<file path="config.mk">
export PLATFORM = sky130hd
export DESIGN_NAME = gate_rate_counter
export DESIGN_NICKNAME = d
export VERILOG_FILES = /design/src/rtl/muon_daq_pkg.sv /design/src/rtl/sync_edge_detect.sv /design/src/rtl/gate_rate_counter.sv
export SDC_FILE = /design/constraint.sdc
export NUM_CORES = 1
export LEC_CHECK = 0
export ABC_AREA = 1
export CORE_AREA = 4 4 90 92
export CTS_CLUSTER_SIZE = 28
export DETAILED_ROUTE_END_ITERATION = 8
export DIE_AREA = 0 0 94 96
export GPL_TIMING_DRIVEN = 0
export PLACE_DENSITY_LB_ADDON = 0.08
export SYNTH_ARGS = -nofsm -noshare
export SYNTH_HDL_FRONTEND = slang
export SYNTH_SLANG_ARGS = --single-unit
export TNS_END_PERCENT = 50
</file>
<file path="constraint.sdc">
create_clock -name clk_in -period 1.9 [get_ports clk_in]
set_input_delay 0.38 -clock clk_in [delete_from_list [all_inputs] [get_ports clk_in]]
set_output_delay 0.38 -clock clk_in [all_outputs]
set_load 0.01 [all_outputs]
</file>
<file path="src/rtl/muon_daq_pkg.sv">
// Shared definitions for the muon DAQ blocks: default counter width and
// the gate-window FSM encoding.
package muon_daq_pkg;

  localparam int COUNT_WIDTH_DEFAULT = 32;

  typedef enum logic [0:0] {
    WAIT_SYNC = 1'b0,
    COUNTING  = 1'b1
  } gate_state_t;

endpackage

</file>
<file path="src/rtl/sync_edge_detect.sv">
// Brings an asynchronous level into the clk_in domain through a flop chain
// and emits a one-cycle strobe on each rising edge of the synchronized level.
module sync_edge_detect #(
  parameter int SYNC_STAGES = 2
) (
  input  logic clk_in,
  input  logic aresetn,
  input  logic async_in,
  output logic rise
);

  logic [SYNC_STAGES-1:0] sync_q;
  logic                   prev_q;

  always_ff @(posedge clk_in or negedge aresetn) begin
    if (!aresetn) begin
      sync_q <= '0;
      prev_q <= 1'b0;
    end else begin
      sync_q <= {sync_q[SYNC_STAGES-2:0], async_in};
      prev_q <= sync_q[SYNC_STAGES-1];
    end
  end

  assign rise = sync_q[SYNC_STAGES-1] & ~prev_q;

endmodule

</file>
<file path="src/rtl/gate_rate_counter.sv">
// Counts detector pulses between consecutive gate rising edges and hands each
// window's total downstream over a valid/ready port with overrun reporting.
module gate_rate_counter
  import muon_daq_pkg::*;
#(
  parameter int COUNT_WIDTH = COUNT_WIDTH_DEFAULT,
  parameter int SYNC_STAGES = 2
) (
  input  logic                   clk_in,
  input  logic                   aresetn,
  input  logic                   gate_in,
  input  logic                   pulse_in,
  input  logic                   en,
  input  logic                   m_ready,
  output logic                   m_valid,
  output logic [COUNT_WIDTH-1:0] m_count,
  output logic                   m_saturated,
  output logic                   m_overrun,
  output logic                   window_active
);

  localparam logic [COUNT_WIDTH-1:0] COUNT_MAX = '1;

  logic                   gate_rise;
  logic                   pulse_rise;
  gate_state_t            state_q;
  gate_state_t            state_d;
  logic [COUNT_WIDTH-1:0] count_q;
  logic                   sat_q;
  logic                   lost_q;
  logic                   close;
  logic                   load;
  logic [COUNT_WIDTH-1:0] result;
  logic                   result_sat;

  sync_edge_detect #(.SYNC_STAGES(SYNC_STAGES)) u_gate_sync (
    .clk_in   (clk_in),
    .aresetn  (aresetn),
    .async_in (gate_in),
    .rise     (gate_rise)
  );

  sync_edge_detect #(.SYNC_STAGES(SYNC_STAGES)) u_pulse_sync (
    .clk_in   (clk_in),
    .aresetn  (aresetn),
    .async_in (pulse_in),
    .rise     (pulse_rise)
  );

  always_ff @(posedge clk_in or negedge aresetn) begin
    if (!aresetn) state_q <= WAIT_SYNC;
    else          state_q <= state_d;
  end

  always_comb begin
    state_d = state_q;
    case (state_q)
      WAIT_SYNC: if (gate_rise && en) state_d = COUNTING;
      COUNTING:  if (!en)             state_d = WAIT_SYNC;
      default:                        state_d = WAIT_SYNC;
    endcase
  end

  assign window_active = (state_q == COUNTING);
  assign close         = window_active && en && gate_rise;
  assign load          = close && (!m_valid || m_ready);

  // A pulse arriving with the closing gate edge belongs to the closing window.
  always_comb begin
    result     = count_q;
    result_sat = sat_q;
    if (pulse_rise) begin
      if (count_q == COUNT_MAX) result_sat = 1'b1;
      else                      result     = count_q + COUNT_WIDTH'(1);
    end
  end

  always_ff @(posedge clk_in or negedge aresetn) begin
    if (!aresetn) begin
      count_q <= '0;
      sat_q   <= 1'b0;
    end else if (!window_active || !en || gate_rise) begin
      count_q <= '0;
      sat_q   <= 1'b0;
    end else if (pulse_rise) begin
      if (count_q == COUNT_MAX) sat_q   <= 1'b1;
      else                      count_q <= count_q + COUNT_WIDTH'(1);
    end
  end

  // Results that cannot be loaded are dropped and flagged on the next one.
  always_ff @(posedge clk_in or negedge aresetn) begin
    if (!aresetn) begin
      m_valid     <= 1'b0;
      m_count     <= '0;
      m_saturated <= 1'b0;
      m_overrun   <= 1'b0;
      lost_q      <= 1'b0;
    end else if (load) begin
      m_valid     <= 1'b1;
      m_count     <= result;
      m_saturated <= result_sat;
      m_overrun   <= lost_q;
      lost_q      <= 1'b0;
    end else begin
      if (close)               lost_q  <= 1'b1;
      if (m_valid && m_ready)  m_valid <= 1'b0;
    end
  end

endmodule

</file>
=== Yosys cells after proc, flatten, opt, wreduce, memory -nomap -nowiden ===
Cells that the tools add are included.

* Bits in registers: 76
* Output and inout bits: 36
* Word-level logic and storage cells: 45

* Equal/unequal tests: 1
* Reduce and logical (&&, ||, !) cells: 13
* Multiplexer cells: 13
* Bitwise operators: 5
* Add/sub/neg operators: 1

{| class="wikitable"
|+ Operators with widths
! kind !! number
|-
| 32-bit two-way mux || 3
|-
| 32-bit by 1-bit adder with 32-bit output (second input constant) || 1
|-
| 32-bit == test (second input constant) || 1
|-
| 1-bit two-way mux || 9
|-
| 1-bit logical AND || 5
|-
| 2-bit nonzero test || 2
|-
| 1-bit logical NOT || 3
|-
| 1-bit logical OR || 3
|-
| 1-bit inverter || 3
|-
| 1-bit AND || 2
|-
| 1-bit one-hot mux with 2 select lines || 1
|}

=== Longest topological paths before layout ===
* Depth after elaboration: 5
* Depth in mapped cells: 12

=== Cells and area by module ===
Synthesis repeated with hierarchy kept, for this count alone.

* Cell total of the unflattened synthesis: 528
* Area, all modules: 3973.8 um^2

{| class="wikitable"
|+ By module, submodules not included
! module !! area an instance (um^2) !! cells each !! sequential area each (um^2) !! times used
|-
| gate_rate_counter || 3803.6 || 518 || 1751.7 || 1
|-
| sync_edge_detect || 85.1 || 5 || 75.1 || 2
|}

=== Least setup slack after synthesis ===
OpenSTA, ideal clock, no wires.

* Path type: reg-to-reg
* From: register count_q[0]
* To: register m_count[0]
* Arrival: 1.491 ns
* Cell stages (with the launch flop): 12
* Slack: 0.291 ns
* Library setup time: 0.117 ns
* Clock period less this slack: 1.609 ns
* Path through: dfrtp_1 -> ha_1 -> nand2_1 -> nor2_2 -> nand2_2 -> nor2_8 -> nand3_4 -> buf_6 -> nand2_1 -> nand2_1 -> nand3_1 -> nand2_1

* Cells in the longest elaborated chain, start to end: 3
* Elaborated cells between the ends (all ways): 4
* Those cells by class: 1 x add/sub; 1 x eq/ne; 2 x mux

{| class="wikitable"
|+ Ends and longest elaborated chain
! what !! line !! source
|-
| from (decl) || gate_rate_counter.sv:28 || <nowiki>logic [COUNT_WIDTH-1:0] count_q;</nowiki>
|-
| from (signal assigned) || gate_rate_counter.sv:87 || <nowiki>else count_q <= count_q + COUNT_WIDTH'(1);</nowiki>
|-
| 32-bit by 1-bit adder with 32-bit output / 32-bit == test (equally long branches) || gate_rate_counter.sv:74, gate_rate_counter.sv:73 ||
|-
| 32-bit two-way mux || gate_rate_counter.sv:73 || <nowiki>if (count_q == COUNT_MAX) result_sat = 1'b1;</nowiki>
|-
| 32-bit two-way mux * || gate_rate_counter.sv:72 || <nowiki>if (pulse_rise) begin</nowiki>
|-
| to (signal assigned) || gate_rate_counter.sv:101 || <nowiki>m_count <= result;</nowiki>
|-
| to (decl) || gate_rate_counter.sv:16 || <nowiki>output logic [COUNT_WIDTH-1:0] m_count,</nowiki>
|}

Mark *: on every way between the ends. The rest lies on a longest branch, timed or not.
A chain may end at the register's enable or synchronous reset.

=== Worst setup path in the final report ===
* From: register count_q[0]
* To: register count_q[0]

* Cells in the longest elaborated chain, start to end: 4
* Elaborated cells between the ends (all ways): 5
* Those cells by class: 1 x add/sub; 1 x eq/ne; 3 x mux

{| class="wikitable"
|+ Ends and longest elaborated chain
! what !! line !! source
|-
| 32-bit by 1-bit adder with 32-bit output / 32-bit == test (equally long branches) || gate_rate_counter.sv:87, gate_rate_counter.sv:86 ||
|-
| 32-bit two-way mux || - ||
|-
| 32-bit two-way mux * || - ||
|-
| 32-bit two-way mux * || gate_rate_counter.sv:82 || <nowiki>end else if (!window_active || !en || gate_rise) begin</nowiki>
|}

Marks and branches as above.

==> flow_summary.toml <==
[outcome]
status = "complete, no violations"

[sta]
finalCriticalPeriod_ps = 1804
timing.hold.ws_ps = 357.9
hold_violations = 0
setup_viol = 0
fmax_mhz = 554.4
finClkSkew_ps = 11.20
worstMarginPinSlew_ps = 587.6
rsz0062_at_grt = "yes"
fin_crit_sh_pct = 94.94
max_slew_margin_pct = 60.83
drv_slew = 0

[power_and_ir_drop]
leakagePower_nw = 2.284
p_total_w = 0.003090
powerDensity_nw_per_um2 = 636.5
irDropWorstVdd_uv = 536.2

[clocking]
tritoncts.num_buffers = 9
ctsLongestPathBuffers = 2
numClockSinks = 76
htree_levels = 3
clock_latency_ps = 360
cts_tree = "done"
root_buffer = "clkbuf_8"
clk_pin_slew_ps = 90

[critical_path]
r2r_cells = 11
r2r-start = "count_q[0]"
cp-start-kind = "flip-flop"
ff2ff_setup_slack_ps = 100
path_class = "reg -> reg"
cp.arrival_ps = 2030
required_ps = 2120
critPathCaptureType = "flip-flop"
worstReg2RegEnd = "count_q[0]"
critPathMaxFanout = 10

[final_layout]
multi_input_area_um2 = 1868
fill_cells = 650
fin_nets = 610
area_delta_synth_final_pct = 20.05
antenna_cells = 0
drive_gt1_share_pct = 11.84
regArea_um2 = 1902

[synth]
synth_xor_area_share_pct = 1.300
netlist_instances = 548
ys_seq_area_share_pct = 47.03
synth_cell_types = 26
synth-simple-area-share_pct = 42.26
synth.area.mux_share_pct = 0
synth_top_area_share_pct = 47.03
synth_area_um2 = 4044
syn_nets = 555
synth_fa_ha_area_share_pct = 0.3094
synth-seq-cells = 76
synth_top_family_by_area = "simple AND/OR/NAND/NOR gates"
yosys.area.top_type = "dfrtp_1"
synth.avg_cell_area_um2 = 7.379
synth_compound_area_share_pct = 1.764
synthTopCellsByArea = "dfrtp_1 (47%), nand2_1 (21%), nor2_1 (6.7%)"
ys_warn_count = 0

[routing]
dr.pass1.iters = 4
post_drt_wl_per_cell_um = 13.80
vias = 3596
wl_um = 9757
vias_per_cell = 5.086
final_antenna_net_count = 0
first_iter_violations = 180
route.detailed.drc = 0

[hold_path]
min_from = "u_gate_sync.sync_q[0]"
holdPathStages = 0
hold_path_class = "reg -> reg"
whs_endpoint = "u_gate_sync.sync_q[1]"

[floorplan]
start_util_pct = 56.05
rows = 31
pin_count = 42
die_h_um = 96
core-area_um2 = 7214
die-area_um2 = 9024
die_x_um = 94

[job]
maxCapViolCount = 0

[global_route]
grt_use_total_pct = 23.97
grt_max_degree = 45
antenna_found_initial = 0
grt_pass1_wl_um = 16880
grt_pass1_vias = 3635
grt_overflow = 0

[placement]
dp_hpwl_um = 7090
numPortBuffers = 41
gp_congestion = 0.8916
[synthesized netlist by cell type]
| master | number |
|---|---|
| nor2_2 | 4 |
| nand3b_2 | 1 |
| o21ai_0 | 2 |
| dfrtp_1 | 76 |
| nand3_4 | 1 |
| and2_1 | 1 |
| nor3_1 | 2 |
| nor2_4 | 1 |
| nand3_1 | 38 |
| nand2_1 | 225 |
| inv_1 | 52 |
| nand2_2 | 4 |
| xor2_1 | 3 |
| nand3b_1 | 2 |
| nor2_1 | 72 |
| clkbuf_1 | 10 |
| xnor2_1 | 3 |
| buf_6 | 4 |
| buf_1 | 1 |
| o21ai_4 | 1 |
| ha_1 | 1 |
| nand4_1 | 10 |
| nor2_8 | 1 |
| nand3_2 | 20 |
| inv_2 | 4 |
| a21oi_1 | 9 |
[through the flow]
stage | util [%] | area [um2] | std cells | worst slack [ps] | setup TNS, ps
detailed placement | 63.81 | 4603 | 689 | -390.8 | -10750
floorplan | - | 4044 | 548 | 291.5 | 0
global placement | 63.46 | 4578 | 688 | -2239 | -179260
CTS | 66.75 | 4816 | 706 | 1.769 | 0
finish | 67.29 | 4855 | 707 | 96.10 | 0
global route | 67.29 | 4855 | 707 | -60.84 | -321.7
[cells by family (layout without fill, tap and decap cells)]
group           Yosys count  count (layout)
compound gates           12              12
xor+xnor                  6               6
fa+ha+maj                 1               1
buf+inv                  71             131
flops                    76              76
simple gates            382             382
[worst max path at each step]
stage	endpoint	startpoint	slack, ps
final	count_q[0]	count_q[0]	100
after global routing	m_count[1]	count_q[0]	-60
after CTS	m_count[11]	en	2
after detailed placement	m_count[30]	en	-390
after global placement	u_gate_sync.prev_q	aresetn	-2240
after floorplan	m_count[0]	count_q[0]	290
[per-layer routing]
metal  global-route usage [%]  wire length, um  up-vias
met3                    3.909              386       12
met5                        0                0        -
met2                    40.51             4847       80
met4                    9.747              146        0
li1                         -                -     1801
met1                    30.82             4377     1703
[critical path, stage by stage, from the launching register on]
cell	delay, ps
dfrtp_1	410
ha_2	230
nand2_1	70
nor2_2	110
nand2_2	110
nor2_8	170
nand3_4	120
buf_8	180
nand2_1	90
nand2_1	90
nand2_1	70
nor2_1	40
[registers in the layout, summed over array words and instances (netlist names)]
signal,cells
count_q,32
lost_q,1
m_count,32
m_overrun,1
m_saturated,1
m_valid,1
sat_q,1
u_gate_sync.prev_q,1
u_gate_sync.sync_q,2
u_pulse_sync.prev_q,1
u_pulse_sync.sync_q,2
window_active,1
[power breakdown]
part	switching, W	leakage, nW	internal, W
sequential	0.0000147	1.04	0.00165
clock	0.000624	0.0983	0.000640
combinational	0.000102	1.14	0.0000635
[cells in the final DEF, fill, tap and decap left out, types with 2 or more instances in the layout]
cell type / instances
nor2_2: 8
nor2_1: 67
clkdlybuf4s50_1: 40
clkinvlp_4: 2
inv_1: 52
nand4_1: 10
nand3b_1: 2
xor2_1: 3
buf_6: 3
a21oi_1: 9
nand2_1: 224
clkbuf_2: 4
clkbuf_1: 5
buf_4: 2
nand3_2: 20
o21ai_0: 2
nor2_4: 2
inv_2: 4
clkbuf_8: 10
nand3_1: 38
dfrtp_1: 76
clkinv_2: 2
nor3_1: 2
xnor2_1: 3
nand2_2: 5
[area by class of cell]
cell class	instances	area share [%]
Multi-Input combinational cell	401	38.48
Clock buffer	10	2.835
Timing Repair Buffer	44	9.330
Buffer	15	1.985
Tap cell	99	2.552
Clock inverter	6	1.314
Inverter	56	4.330
Sequential cell	76	39.18
[what timing repair did]
item / 4_1_cts / 5_1_grt
setup endpoints to repair: 1 / 50
endpoints found under the hold margin: 32 / 0
hold buffers: 1 / 0
pin swaps: 0 / 2
buffers inserted: 0 / 1
resized for setup: 1 / 18
(Power assumes the default switching activity.)
